--- src/rtl/i2c_responder_pkg.sv ---
// i2c_responder_pkg
//   Shared types and widths for the I2C responder (target) block.
//   - i2c_state_e : responder FSM states
//   - I2C_ADDR_W  : width of a 7-bit I2C target address
//   - I2C_BYTE_W  : width of one I2C data byte
package i2c_responder_pkg;

   localparam int I2C_ADDR_W = 7;
   localparam int I2C_BYTE_W = 8;

   typedef enum logic [2:0] {
      IDLE     = 3'd0,
      ADDR     = 3'd1,
      ADDR_ACK = 3'd2,
      RX_BYTE  = 3'd3,
      RX_ACK   = 3'd4,
      TX_BYTE  = 3'd5,
      TX_ACK   = 3'd6,
      IGNORE   = 3'd7
   } i2c_state_e;

endpackage

--- src/rtl/i2c_line_sync.sv ---
// i2c_line_sync
//   Brings the asynchronous SCL/SDA bus lines into the clk_i domain and
//   derives single-cycle bus events from them.  Every event output is a
//   register, so an edge on a pin shows up SYNC_STAGES+1 cycles later.
// Ports
//   clk_i      : system clock
//   rst_i      : synchronous reset, active low
//   scl_i      : raw SCL from the bus
//   sda_i      : raw SDA from the bus
//   sda_lvl_o  : synchronized SDA, aligned with the event pulses
//   scl_rise_o : 1-cycle pulse on SCL rising edge
//   scl_fall_o : 1-cycle pulse on SCL falling edge
//   start_o    : 1-cycle pulse, SDA fell while SCL high
//   stop_o     : 1-cycle pulse, SDA rose while SCL high
module i2c_line_sync #(
   parameter int SYNC_STAGES = 2
) (
   input  logic clk_i,
   input  logic rst_i,
   input  logic scl_i,
   input  logic sda_i,
   output logic sda_lvl_o,
   output logic scl_rise_o,
   output logic scl_fall_o,
   output logic start_o,
   output logic stop_o
);

   logic [SYNC_STAGES-1:0] scl_sync_r;
   logic [SYNC_STAGES-1:0] sda_sync_r;
   logic                   scl_s;
   logic                   sda_s;
   logic                   scl_d_r;
   logic                   sda_d_r;
   logic                   scl_rise_r;
   logic                   scl_fall_r;
   logic                   start_r;
   logic                   stop_r;

   assign scl_s = scl_sync_r[SYNC_STAGES-1];
   assign sda_s = sda_sync_r[SYNC_STAGES-1];

   // Synchronizer chains, one-cycle history and registered event detection.
   always_ff @(posedge clk_i) begin
      if (!rst_i) begin
         // Preset to the idle bus level so leaving reset creates no false edge.
         scl_sync_r <= {SYNC_STAGES{1'b1}};
         sda_sync_r <= {SYNC_STAGES{1'b1}};
         scl_d_r    <= 1'b1;
         sda_d_r    <= 1'b1;
         scl_rise_r <= 1'b0;
         scl_fall_r <= 1'b0;
         start_r    <= 1'b0;
         stop_r     <= 1'b0;
      end else begin
         scl_sync_r <= {scl_sync_r[SYNC_STAGES-2:0], scl_i};
         sda_sync_r <= {sda_sync_r[SYNC_STAGES-2:0], sda_i};
         scl_d_r    <= scl_s;
         sda_d_r    <= sda_s;
         scl_rise_r <= scl_s & ~scl_d_r;
         scl_fall_r <= ~scl_s & scl_d_r;
         // SCL must be high on both samples so an SCL edge is never taken as START/STOP.
         start_r    <= scl_s & scl_d_r & sda_d_r & ~sda_s;
         stop_r     <= scl_s & scl_d_r & ~sda_d_r & sda_s;
      end
   end

   assign sda_lvl_o  = sda_d_r;
   assign scl_rise_o = scl_rise_r;
   assign scl_fall_o = scl_fall_r;
   assign start_o    = start_r;
   assign stop_o     = stop_r;

endmodule

--- src/rtl/i2c_responder.sv ---
// i2c_responder
//   I2C target on a single bus.  Detects START/STOP, matches a 7-bit address,
//   ACKs it, then either delivers written bytes on rx_* or fetches read bytes
//   from tx_*.  SDA is driven open-drain only; SCL is never stretched.
// Ports
//   clk_i        : system clock
//   rst_i        : synchronous reset, active low
//   scl_i/sda_i  : raw bus lines (asynchronous)
//   sda_o        : open-drain drive, 0 = pull low, 1 = release
//   slave_addr_i : own address, sampled at the end of the address byte
//   rx_data_o    : last byte received in a write transfer
//   rx_valid_o   : 1-cycle pulse, rx_data_o updated
//   tx_data_i    : next byte for a read transfer
//   tx_valid_i   : tx_data_i available
//   tx_ready_o   : 1-cycle pulse, tx_data_i consumed
//   start_o      : 1-cycle pulse on START / repeated START
//   stop_o       : 1-cycle pulse on STOP
//   rw_o         : R/W bit of the current matched transfer (1 = read)
//   busy_o       : high from matched address ACK until STOP/START
module i2c_responder
   import i2c_responder_pkg::*;
#(
   parameter int                    SYNC_STAGES = 2,
   parameter int                    HOLD_CYCLES = 4,
   parameter logic [I2C_BYTE_W-1:0] IDLE_BYTE   = 8'hFF
) (
   input  logic                  clk_i,
   input  logic                  rst_i,
   input  logic                  scl_i,
   input  logic                  sda_i,
   output logic                  sda_o,
   input  logic [I2C_ADDR_W-1:0] slave_addr_i,
   output logic [I2C_BYTE_W-1:0] rx_data_o,
   output logic                  rx_valid_o,
   input  logic [I2C_BYTE_W-1:0] tx_data_i,
   input  logic                  tx_valid_i,
   output logic                  tx_ready_o,
   output logic                  start_o,
   output logic                  stop_o,
   output logic                  rw_o,
   output logic                  busy_o
);

   localparam int HOLD_W = $clog2(HOLD_CYCLES + 1);

   logic                  sda_lvl_s;
   logic                  scl_rise_s;
   logic                  scl_fall_s;
   logic                  start_s;
   logic                  stop_s;

   i2c_state_e            state_r,     state_nxt;
   logic [3:0]            bit_cnt_r,   bit_cnt_nxt;
   logic [I2C_BYTE_W-2:0] shift_r,     shift_nxt;
   logic [I2C_BYTE_W-1:0] tx_shift_r,  tx_shift_nxt;
   logic [HOLD_W-1:0]     hold_cnt_r,  hold_cnt_nxt;
   logic                  ack_phase_r, ack_phase_nxt;
   logic                  sda_r,       sda_nxt;
   logic [I2C_BYTE_W-1:0] rx_data_r,   rx_data_nxt;
   logic                  rx_valid_r,  rx_valid_nxt;
   logic                  tx_ready_r,  tx_ready_nxt;
   logic                  rw_r,        rw_nxt;
   logic                  busy_r,      busy_nxt;
   logic                  load_tx_s;
   logic                  hold_done_s;
   logic [I2C_BYTE_W-1:0] byte_in_s;

   i2c_line_sync #(
      .SYNC_STAGES (SYNC_STAGES)
   ) u_line_sync (
      .clk_i      (clk_i),
      .rst_i      (rst_i),
      .scl_i      (scl_i),
      .sda_i      (sda_i),
      .sda_lvl_o  (sda_lvl_s),
      .scl_rise_o (scl_rise_s),
      .scl_fall_o (scl_fall_s),
      .start_o    (start_s),
      .stop_o     (stop_s)
   );

   // Byte as it will look once the bit on SDA at this SCL rise is shifted in.
   assign byte_in_s   = {shift_r, sda_lvl_s};
   // SDA may change only in the cycle the post-fall hold delay expires.
   assign hold_done_s = (hold_cnt_r == HOLD_W'(1));

   // Next-state, datapath and output decode.
   always_comb begin
      state_nxt     = state_r;
      bit_cnt_nxt   = bit_cnt_r;
      shift_nxt     = shift_r;
      tx_shift_nxt  = tx_shift_r;
      ack_phase_nxt = ack_phase_r;
      sda_nxt       = sda_r;
      rx_data_nxt   = rx_data_r;
      rx_valid_nxt  = 1'b0;
      tx_ready_nxt  = 1'b0;
      rw_nxt        = rw_r;
      busy_nxt      = busy_r;
      load_tx_s     = 1'b0;

      if (scl_fall_s) begin
         hold_cnt_nxt = HOLD_W'(HOLD_CYCLES);
      end else if (hold_cnt_r != {HOLD_W{1'b0}}) begin
         hold_cnt_nxt = hold_cnt_r - HOLD_W'(1);
      end else begin
         hold_cnt_nxt = hold_cnt_r;
      end

      // START/STOP take priority over any SCL edge seen in the same cycle.
      if (start_s) begin
         state_nxt     = ADDR;
         bit_cnt_nxt   = 4'd0;
         ack_phase_nxt = 1'b0;
         sda_nxt       = 1'b1;
         busy_nxt      = 1'b0;
         hold_cnt_nxt  = {HOLD_W{1'b0}};
      end else if (stop_s) begin
         state_nxt     = IDLE;
         bit_cnt_nxt   = 4'd0;
         ack_phase_nxt = 1'b0;
         sda_nxt       = 1'b1;
         busy_nxt      = 1'b0;
         hold_cnt_nxt  = {HOLD_W{1'b0}};
      end else begin
         case (state_r)
            IDLE, IGNORE: begin
               sda_nxt = 1'b1;
            end

            ADDR: begin
               if (scl_rise_s) begin
                  shift_nxt = byte_in_s[I2C_BYTE_W-2:0];
                  if (bit_cnt_r == 4'd7) begin
                     bit_cnt_nxt = 4'd8;
                     if (byte_in_s[I2C_BYTE_W-1:1] == slave_addr_i) begin
                        state_nxt     = ADDR_ACK;
                        rw_nxt        = byte_in_s[0];
                        ack_phase_nxt = 1'b0;
                     end else begin
                        state_nxt = IGNORE;
                     end
                  end else begin
                     bit_cnt_nxt = bit_cnt_r + 4'd1;
                  end
               end else begin
                  shift_nxt = shift_r;
               end
            end

            // ack_phase_r: 0 = ACK not yet driven, 1 = ACK on the line.
            ADDR_ACK, RX_ACK: begin
               if (scl_fall_s && ack_phase_r && (state_r == ADDR_ACK) && rw_r) begin
                  load_tx_s = 1'b1;
               end else begin
                  load_tx_s = 1'b0;
               end
               if (hold_done_s) begin
                  if (!ack_phase_r) begin
                     sda_nxt       = 1'b0;
                     ack_phase_nxt = 1'b1;
                     busy_nxt      = 1'b1;
                  end else begin
                     ack_phase_nxt = 1'b0;
                     bit_cnt_nxt   = 4'd0;
                     if ((state_r == ADDR_ACK) && rw_r) begin
                        // First read bit goes out in place of the ACK release.
                        sda_nxt      = tx_shift_r[I2C_BYTE_W-1];
                        tx_shift_nxt = {tx_shift_r[I2C_BYTE_W-2:0], 1'b0};
                        state_nxt    = TX_BYTE;
                     end else begin
                        sda_nxt   = 1'b1;
                        state_nxt = RX_BYTE;
                     end
                  end
               end else begin
                  sda_nxt = sda_r;
               end
            end

            RX_BYTE: begin
               if (scl_rise_s) begin
                  shift_nxt = byte_in_s[I2C_BYTE_W-2:0];
                  if (bit_cnt_r == 4'd7) begin
                     bit_cnt_nxt   = 4'd8;
                     rx_data_nxt   = byte_in_s;
                     rx_valid_nxt  = 1'b1;
                     state_nxt     = RX_ACK;
                     ack_phase_nxt = 1'b0;
                  end else begin
                     bit_cnt_nxt = bit_cnt_r + 4'd1;
                  end
               end else begin
                  shift_nxt = shift_r;
               end
            end

            // bit_cnt_r counts SCL rises, i.e. bits already taken by the master.
            TX_BYTE: begin
               if (scl_rise_s) begin
                  if (bit_cnt_r == 4'd8) begin
                     bit_cnt_nxt = 4'd8;
                  end else begin
                     bit_cnt_nxt = bit_cnt_r + 4'd1;
                  end
               end else begin
                  bit_cnt_nxt = bit_cnt_r;
               end
               if (hold_done_s) begin
                  if (bit_cnt_r == 4'd8) begin
                     sda_nxt       = 1'b1;
                     state_nxt     = TX_ACK;
                     ack_phase_nxt = 1'b0;
                  end else begin
                     sda_nxt      = tx_shift_r[I2C_BYTE_W-1];
                     tx_shift_nxt = {tx_shift_r[I2C_BYTE_W-2:0], 1'b0};
                  end
               end else begin
                  sda_nxt = sda_r;
               end
            end

            // ack_phase_r: 1 once the master has ACKed the byte just sent.
            TX_ACK: begin
               if (scl_rise_s && !ack_phase_r) begin
                  if (!sda_lvl_s) begin
                     ack_phase_nxt = 1'b1;
                  end else begin
                     state_nxt = IGNORE;
                     sda_nxt   = 1'b1;
                  end
               end else begin
                  ack_phase_nxt = ack_phase_r;
               end
               if (scl_fall_s && ack_phase_r) begin
                  load_tx_s = 1'b1;
               end else begin
                  load_tx_s = 1'b0;
               end
               if (hold_done_s && ack_phase_r) begin
                  sda_nxt       = tx_shift_r[I2C_BYTE_W-1];
                  tx_shift_nxt  = {tx_shift_r[I2C_BYTE_W-2:0], 1'b0};
                  bit_cnt_nxt   = 4'd0;
                  ack_phase_nxt = 1'b0;
                  state_nxt     = TX_BYTE;
               end else begin
                  bit_cnt_nxt = bit_cnt_r;
               end
            end

            default: begin
               state_nxt = IDLE;
               sda_nxt   = 1'b1;
            end
         endcase
      end

      // Byte fetch for a read happens on the SCL fall that ends the ACK bit.
      if (load_tx_s) begin
         if (tx_valid_i) begin
            tx_shift_nxt = tx_data_i;
            tx_ready_nxt = 1'b1;
         end else begin
            tx_shift_nxt = IDLE_BYTE;
            tx_ready_nxt = 1'b0;
         end
      end else begin
         tx_ready_nxt = 1'b0;
      end
   end

   // State, datapath and output registers.
   always_ff @(posedge clk_i) begin
      if (!rst_i) begin
         state_r     <= IDLE;
         bit_cnt_r   <= 4'd0;
         shift_r     <= {(I2C_BYTE_W-1){1'b0}};
         tx_shift_r  <= {I2C_BYTE_W{1'b0}};
         hold_cnt_r  <= {HOLD_W{1'b0}};
         ack_phase_r <= 1'b0;
         sda_r       <= 1'b1;
         rx_data_r   <= {I2C_BYTE_W{1'b0}};
         rx_valid_r  <= 1'b0;
         tx_ready_r  <= 1'b0;
         rw_r        <= 1'b0;
         busy_r      <= 1'b0;
      end else begin
         state_r     <= state_nxt;
         bit_cnt_r   <= bit_cnt_nxt;
         shift_r     <= shift_nxt;
         tx_shift_r  <= tx_shift_nxt;
         hold_cnt_r  <= hold_cnt_nxt;
         ack_phase_r <= ack_phase_nxt;
         sda_r       <= sda_nxt;
         rx_data_r   <= rx_data_nxt;
         rx_valid_r  <= rx_valid_nxt;
         tx_ready_r  <= tx_ready_nxt;
         rw_r        <= rw_nxt;
         busy_r      <= busy_nxt;
      end
   end

   assign sda_o      = sda_r;
   assign rx_data_o  = rx_data_r;
   assign rx_valid_o = rx_valid_r;
   assign tx_ready_o = tx_ready_r;
   assign start_o    = start_s;
   assign stop_o     = stop_s;
   assign rw_o       = rw_r;
   assign busy_o     = busy_r;

endmodule

--- config.mk ---
export PLATFORM = sky130hd
export DESIGN_NAME = i2c_responder
export DESIGN_NICKNAME = d
export VERILOG_FILES = /design/src/rtl/i2c_responder_pkg.sv /design/src/rtl/i2c_line_sync.sv /design/src/rtl/i2c_responder.sv
export SDC_FILE = /design/constraint.sdc
export NUM_CORES = 1
export LEC_CHECK = 0
export CAP_MARGIN = 10
export CORE_MARGIN = 2
export CORE_UTILIZATION = 54
export CTS_CLUSTER_SIZE = 20
export DETAILED_ROUTE_END_ITERATION = 8
export GPL_TIMING_DRIVEN = 0
export HOLD_SLACK_MARGIN = 0.05
export MAX_ROUTING_LAYER = met4
export PLACE_DENSITY_LB_ADDON = 0.12
export SYNTH_ARGS = -nofsm -noshare
export SYNTH_HDL_FRONTEND = slang
export SYNTH_SLANG_ARGS = --single-unit
--- constraint.sdc ---
create_clock -name clk_i -period 2 [get_ports clk_i]
set_input_delay 0.5 -clock clk_i [delete_from_list [all_inputs] [get_ports clk_i]]
set_output_delay 0.5 -clock clk_i [all_outputs]
set_load 0.005 [all_outputs]
# Word-level counts from Yosys, hierarchy flattened
# Index checks and enable logic that the tools add are counted.
[op_classes]
n_mux = 66
bitwise = 17
reduce_logical = 32
addsub = 2
n_eq_ne = 44
[ops]
columns = ["op", "n"]
rows = [
  ["$mux 8", 10],
  ["$mux 3", 15],
  ["$reduce_and 11->1", 3],
  ["$mux 1", 28],
  ["$mux 4", 7],
  ["$ne 3x3->1 const B", 8],
  ["$ne 4x2->1 const B", 6],
  ["$pmux 8 s3", 1],
  ["$ne 2x2->1 const B", 10],
  ["$pmux 4 s4", 1],
  ["$pmux 3 s5", 1],
  ["$eq 3x3->1 const B", 4],
  ["$reduce_and 6->1", 2],
  ["$reduce_bool 4->1", 3],
  ["$not 1->1", 10],
  ["$reduce_and 5->1", 2],
  ["$reduce_and 9->1", 1],
  ["$ne 2x1->1 const B", 4],
  ["$ne 4x1->1 const B", 2],
  ["$and 1x1->1", 7],
  ["$eq 7x7->1", 1],
  ["$reduce_bool 7->1", 1],
  ["$eq 3x1->1 const B", 2],
  ["$eq 3x2->1 const B", 2],
  ["23 further kinds", 30],
]
[totals]
reg_bits = 49

# Logic depth before layout (Yosys ltp)
[depth]
depth_word = 9
depth_mapped = 7
mapped_depth_nobuf = 7

# By module
# From an unflattened synthesis, not the netlist that was laid out.
[hier_totals]
hier_cells = 274
area_unflattened_um2 = 2472.4
[by_module_without_submodules]
columns = ["mod", "n_inst", "seq_area_each_um2", "area_each_um2", "cells_each"]
rows = [
  ["i2c_responder", 1, 780.7, 2180.8, 252],
  ["i2c_line_sync", 1, 200.2, 291.5, 22],
]

# Worst setup path before layout
# No wires, ideal clock.
[synth_path]
path_kind = "reg-to-reg"
from = "register hold_cnt_r[1]"
to = "register state_r[2]"
n_path_buf = 0
setup_slack_ns = 0.243
arrival_time_ns = 1.624
path_stages_with_launch = 8
cell_sequence = "dfxtp_1 -> inv_1 -> ha_1 -> nand2b_1 -> or3_4 -> a311oi_4 -> and4_1 -> nor3_1"
[synth_via]
elab_chain_len = 4
word_cells_on_any_way = 9
classes_between = "eq/ne (5); mux (2); reduce/logical (2)"
[synth_lines]
columns = ["element", "line", "source"]
rows = [
  ["start: declaration", "i2c_responder.sv:56", "logic [HOLD_W-1:0] hold_cnt_r, hold_cnt_nxt;"],
  ["start signal: assignment", "i2c_responder.sv:279", "hold_cnt_r <= {HOLD_W{1'b0}};"],
  ["start signal: assignment", "i2c_responder.sv:292", "hold_cnt_r <= hold_cnt_nxt;"],
  ["$eq 3x1->1 (*)", "i2c_responder.sv:85", "assign hold_done_s = (hold_cnt_r == HOLD_W'(1));"],
  ["$logic_and 1x1->1", "i2c_responder.sv:240", "if (hold_done_s && ack_phase_r) begin"],
  ["$ne 3x2->1 (no source line) (tied with other cells)", "--", ""],
  ["$reduce_and 11->1 (no source line) or $pmux 3 s5 (tied branches)", "--", ""],
  ["end signal: assignment", "i2c_responder.sv:288", "state_r <= state_nxt;"],
  ["end: declaration", "i2c_responder.sv:52", "i2c_state_e state_r, state_nxt;"],
]
# Every way passes the cells marked *; elsewhere a longest branch is shown, timed or not.
# A chain may end at the register's enable or synchronous reset.

# Final worst setup path
[layout_path]
from = "input slave_addr_i[5]"
to = "register ack_phase_r"
[layout_via]
elab_chain_len = 3
[layout_lines]
columns = ["element", "line", "source"]
rows = [
  ["start: declaration", "i2c_responder.sv:32", "input logic [I2C_ADDR_W-1:0] slave_addr_i,"],
  ["$eq 7x7->1", "i2c_responder.sv:136", "if (byte_in_s[I2C_BYTE_W-1:1] == slave_addr_i) begin"],
  ["$ne 2x2->1 (no source line)", "--", ""],
  ["$reduce_and 11->1 (no source line)", "--", ""],
  ["end signal: assignment", "i2c_responder.sv:293", "ack_phase_r <= ack_phase_nxt;"],
  ["end: declaration", "i2c_responder.sv:57", "logic ack_phase_r, ack_phase_nxt;"],
]
# No other way between the ends.

==> results.yml <==
critical_path:
  r2r_slack_ps: 80
  path_cells: "clkdlybuf4s50_1 -> xor2_1 -> nor4b_2 -> o311ai_1 -> mux2_2"
  cpMaxStageDelayCell: "clkdlybuf4s50_1"
  reg2reg_depth: 6
  cpLargestDelayFamily: "buffers and inverters"
  reg2reg_to: "state_r[1]$_SDFFE_PP0P_"
  critical_path.endpoint_type: "flop"
  crit_type: "in -> reg"
  crit_fanout: 5
  worstPathRequired_ps: 2200
  cp_num_buf_inv: 1
  max_stage_delay_ps: 470
  critPathArrivalTime_ps: 2160
  start_kind: "input port"
  r2r_start: "hold_cnt_r[0]$_SDFFE_PP0P_"
power:
  ir_drop_v: 0.000541
  power.net_switching_uw: 527
  p_comb_frac: 0.137
  p_per_area_nw_per_um2: 654
  leakage_uw: 0.00120
  pwr-share-seq: 0.509
  swShare: 0.257
  clockPowerShare: 0.354
  p_int_uw: 1530
detailed_routing:
  antenna_left: 0
  wl_mm: 5.79
  first_iter_violations: 137
  first_pass_iters: 4
  vias: 2204
  wl_per_cell_um: 15.2
  via_per_inst: 5.77
  drc: 0
finish:
  fin_nets: 354
  drive_gt1_frac: 0.115
  multi_input_area_um2: 1490
  n_fill_cell: 368
  register_area_um2: 981
  stdcell_count: 382
  area_growth_pct: 23.2
  antenna_cells: 0
clocking:
  clk_latency_ps: 300
  clock-root-buffer: "clkbuf_8"
  cts_hold_buf: 0
  clk_path_buf_depth: 2
  cts_tree: "yes"
  clock-sinks: 49
  clk_pin_slew_ps: 100
  cts_buffers: 5
  htreeDepth: 2
grt:
  antenna_found_initial: 0
  grt_first_pass_wirelength_mm: 9.65
  grtUsageMet2: 0.390
  gr-usage-met3: 0.0428
  grt_max_degree: 18
  grt_pass1_vias: 2097
  grt-ovfl-total: 0
  grt.busiest_layer: "met2"
  met1_usage: 0.302
  grtUsageTotal: 0.239
synth:
  synth_edf_count: 0
  synth_top_family_by_area: "simple AND/OR/NAND/NOR gates"
  yosysUniqueCellTypes: 57
  synth_cells: 284
  synthArstFlopShare: 0
  syn_area_um2: 2550
  syn_nets: 309
  yosys_warnings: 0
  synth_xor_area_frac: 0.0309
  ys_seq_area_frac: 0.385
  yosys.area_share.simple: 0.263
  synth_ff_type: "dfxtp_1"
  synth_seq_cells: 49
  synth_area_per_cell_um2: 8.97
  synth_compound_area_frac: 0.160
  synth_adder_area_share: 0.0245
  synthMuxAreaShare: 0.0947
timing:
  max_slew_margin: 0.643
  fin_crit_ps: 1960
  hold_viol_final: 0
  setup_ws_ps: 40.2
  finalClockSkew_ps: 9.10
  timing.hold.ws_ps: 417
  finalCritPeriodShare: 0.980
  max_slew.worst_pin.slew_ps: 532
  grt_setup_unrepaired: "yes"
  slew_violations: 0
  setup_violations: 0
  fmax_ghz: 0.510
floorplan:
  io_pins: 35
  core_um2: 4440
  core.rowCount: 24
  die_x_um: 72.7
  dieArea_um2: 5290
  initial_utilization: 0.573
  die_h_um: 72.7
job:
  cap_violations: 0
placement:
  gp_congestion: 0.970
  dp_hpwl_mm: 4.27
  portBuffers: 32
  dp.cells: 368
  dp_slack_ps: -392
hold_path:
  holdPathStages: 1
  hold_path_end: "u_line_sync.scl_sync_r[1]$_SDFF_PN1_"
  hp-start: "u_line_sync.scl_sync_r[0]$_SDFF_PN1_"
  hold_path_class: "reg -> reg"
outcome:
  run_status: "finished, final reports clean"
[synthesized netlist by cell type (all sizes together) (4+ instances only)]
library cell | instances | area share
dfxtp | 49 | 0.38
nor2 | 29 | 0.044
nand2 | 24 | 0.035
mux2i | 23 | 0.090
o211ai | 13 | 0.040
a21oi | 11 | 0.022
nand2b | 11 | 0.028
nand3b | 11 | 0.037
inv | 10 | 0.015
clkbuf | 9 | 0.013
nor3 | 9 | 0.022
buf | 7 | 0.014
o21ai | 7 | 0.014
xnor2 | 7 | 0.024
nand3 | 6 | 0.012
nor2b | 6 | 0.015
ha | 5 | 0.025
nor3b | 4 | 0.014
[layout by cell type (no fill, tap or decap), drive strengths merged, types with 3 or more instances in the layout]
cell / Yosys / final
nand4: 3 / 3
o41ai: 3 / 3
o21ai: 7 / 7
nand3: 6 / 6
clkbuf: 9 / 14
ha: 5 / 5
a21oi: 11 / 11
nor3: 9 / 9
nor3b: 4 / 4
clkdlybuf4s50: 0 / 32
o211ai: 13 / 13
dfxtp: 49 / 49
a31oi: 3 / 3
mux2i: 23 / 23
nor2: 29 / 29
xnor2: 7 / 7
nand2: 24 / 24
inv: 10 / 12
nor4: 3 / 3
buf: 7 / 13
nand2b: 11 / 11
nor2b: 6 / 6
nand3b: 11 / 11
and3: 3 / 3
[kinds of logic after synthesis]
logic type,after synthesis
AND/OR/NAND/NOR,117
AO/OA/AOI/OAI,54
flip-flops,49
buffers and inverters,26
multiplexers,24
XOR/XNOR,9
adder cells (fa/ha/maj),5
[per-stage QoR]
step	utilization	TNS, ps	area [µm²]	total power (µW)
2_1_floorplan	-	0	2550	1240
3_3_place_gp	0.660	-987	2930	1320
3_5_place_dp	0.660	-1440	2930	1330
4_1_cts	0.688	0	3060	2060
5_1_grt	0.706	-21.8	3140	2150
6_report	0.706	0	3140	2050
[power groups by stage]
stage               registers, µW  logic, µW  clock network [µW]
floorplan                    1050        189                   0
global placement             1060        261                   0
detailed placement           1060        267                   0
CTS                          1040        271                 748
global route                 1050        312                 786
finish                       1040        282                 727
[worst register-to-register path: cells and delay by family, from the launching register on]
kind | cells | cell delay [ps]
flops | 1 | 420
fa+ha+maj | 1 | 180
compound gates | 1 | 360
simple gates | 4 | 830
[final cells by class]
cell class / instances / share of cell area
inverter: 10 / 0.0120
buffer: 16 / 0.0227
multi-input combinational: 209 / 0.475
clock inverter: 3 / 0.0151
sequential: 49 / 0.312
tap: 52 / 0.0207
clock buffer: 5 / 0.0219
timing repair buffer: 38 / 0.120
[what timing repair did]
| item | 4_1_cts | 5_1_grt |
|---|---|---|
| setup buffers | 0 | 6 |
| endpoints found under the hold margin | 0 | 0 |
| endpoints found under the setup margin | 8 | 20 |
| resized for setup | 3 | 10 |
| pin swaps | 0 | 4 |
| cloned | 0 | 0 |
[sequential cells by signal, summed over array words and instances, names as in the netlist]
signal	cells
u_line_sync.start_o	1
u_line_sync.scl_fall_o	1
shift_r	7
u_line_sync.sda_lvl_o	1
u_line_sync.scl_d_r	1
u_line_sync.stop_o	1
u_line_sync.scl_rise_o	1
sda_o	1
tx_shift_r	8
tx_ready_o	1
rw_o	1
rx_valid_o	1
u_line_sync.scl_sync_r	2
ack_phase_r	1
bit_cnt_r	4
hold_cnt_r	3
state_r	3
rx_data_o	8
busy_o	1
u_line_sync.sda_sync_r	2
[metal layers]
metal	wire length, µm	share of wire	vias up
met5	0	0	-
met4	76	0.013	0
met3	251	0.043	7
met2	2680	0.46	53
met1	2780	0.48	1031
li1	-	-	1113
[worst max-delay path by stage]
stage,slack [ps],depth (start not counted),from,to
2_1_floorplan,240,7,hold_cnt_r[1]$_SDFFE_PP0P_,state_r[2]$_SDFFE_PP0P_
3_3_place_gp,-340,5,slave_addr_i[5],ack_phase_r$_SDFFE_PP0P_
3_5_place_dp,-390,5,slave_addr_i[5],ack_phase_r$_SDFFE_PP0P_
4_1_cts,20,6,slave_addr_i[0],ack_phase_r$_SDFFE_PP0P_
5_1_grt,-20,6,hold_cnt_r[0]$_SDFFE_PP0P_,state_r[1]$_SDFFE_PP0P_
6_report,40,5,slave_addr_i[5],ack_phase_r$_SDFFE_PP0P_
Power figures use the tool's default switching activity.
==> RTL edit (same flow settings) <==
The package constant `I2C_ADDR_W` goes from 7 to 5. Comments in the files are not updated.
--- a/src/rtl/i2c_responder_pkg.sv
+++ b/src/rtl/i2c_responder_pkg.sv
@@ -5,7 +5,7 @@
 //   - I2C_BYTE_W  : width of one I2C data byte
 package i2c_responder_pkg;
 
-   localparam int I2C_ADDR_W = 7;
+   localparam int I2C_ADDR_W = 5;
    localparam int I2C_BYTE_W = 8;
 
    typedef enum logic [2:0] {
Interface: changed (resized slave_addr_i); port bits go from 35 to 33. The function was not compared with the original's and may differ.
==> RTL edit against the unedited design <==
Setup slack gained 0.96 ps; sequential cell count is the same; routed wire length shrank 8.5%; total power shrank 7.7%; area after synthesis shrank 4.2%; synthesized cell count shrank 2.1%; critical path depth grew 1; fmax is essentially flat; cell count shrank 2.6%; sequential share of layout area grew 1.6 points; final area shrank 4.6%; critical path type unchanged; highest routed layer unchanged.
==> RTL edit: results (changes against the unedited design) <==
run_status:
  status: "finished, final reports clean"
layout:
  stdcell_count: 372  # -2.6%
  drive_gt1_frac: 0.106  # -0.00890
  num-multi-input-gates: 206  # -1.4%
  buffers: 46  # -15%
  layout.nonclk_buf_frac: 0.135  # -0.00853
  multi_input_area_um2: 1410  # -5.3%
  inv_count: 11  # +1
  nets: 342  # -3.4%
  fillers: 370  # +0.54%
  clockNetworkAreaShare: 0.0301  # -0.00698
power_and_ir_drop:
  p_leak_nw: 1.17  # -2.8%
  peakVddDrop_mv: 0.578  # +6.7%
  netSwitchingFraction: 0.266  # +0.00910
  p_sw_uw: 504  # -4.4%
  pwr-share-comb: 0.148  # +0.011
global_route:
  grt_start_max_net_pins: 17  # -1
  grt_pass1_wl_mm: 8.82  # -8.7%
  use_met3: 0.0309  # -0.0119
  grt_pass1_vias: 1889  # -9.9%
  gr-usage-met1: 0.315  # +0.0133
  grt_usage: 0.222  # -0.0169
synthesis:
  synth_top_area_share: 0.402  # +0.0168
  syn_area_per_cell_um2: 8.79  # -2.1%
  synth_xor_area_frac: 0.0287  # -0.00224
  synth_mux_area_frac: 0.0661  # -0.0287
  synth_fp_nets: 301  # -2.6%
  synth_top_cells_by_count: "dfxtp_1 (49), nor2_1 (19), nor2b_1 (19)"
  synth-adder-area-share: 0.0256  # +0.00107
  yosysSeqAreaShare: 0.402  # +0.0168
  synth_area_leaders: "dfxtp_1 (40%), mux2i_1 (6.1%), nor2b_1 (4.9%)"
placement:
  pre_cts_slack_ps: -397  # -5.22 ps
  dp_cells: 362  # -1.6%
critical_path:
  worstPathMaxFanout: 4  # -1
  critical_path.max_stage_delay_ps: 420  # -50 ps
  cp_data_arrival_time_ps: 2140  # -20 ps
  cp_top_family: "simple AND/OR/NAND/NOR gates"
routing:
  drt_iter0_drc: 197  # +44%
  routed_wl_mm: 5.30  # -8.5%
  viasPerCell: 5.64  # -2.3%
floorplanning:
  dieArea_um2: 5080  # -3.9%
timing:
  max_slew.worst_pin.slew_ps: 510  # -21.7 ps
  skew_ps: 6.58  # -2.52 ps
## RTL edit: cell types whose count changed after synthesis, sizes merged, moves of 4 or more
cell    change
nand3       +7
a31oi       +5
o211ai     -11
nor2b      +14
xnor2       -5
o21ai      +16
xor2        +4
nand2      -11
mux2i       -8
nand3b      -8
nor2        -9
## RTL edit: worst paths after layout
path / start / end / slack [ps] / cells after the start
worst max-delay path: slave_addr_i[4] / ack_phase_r / 40 / 6
worst min-delay path: u_line_sync.sda_sync_r[0] / u_line_sync.sda_sync_r[1] / 410 / 1
worst max register to register: bit_cnt_r[0] / ack_phase_r / 120 / 7
worst min register to register: u_line_sync.sda_sync_r[0] / u_line_sync.sda_sync_r[1] / 410 / 1
## RTL edit: metal layers
layer | share of wire | up-vias
met1 | 0.48 | 971
met2 | 0.47 | 50
met3 | 0.039 | 6
met5 | 0 | -
met4 | 0.014 | 0
li1 | - | 1070
## RTL edit: timing repair
action	in CTS	in global routing
buffers inserted	0	3
resized for setup	4	7
endpoints found under the setup margin	7	10
pin swaps	1	4
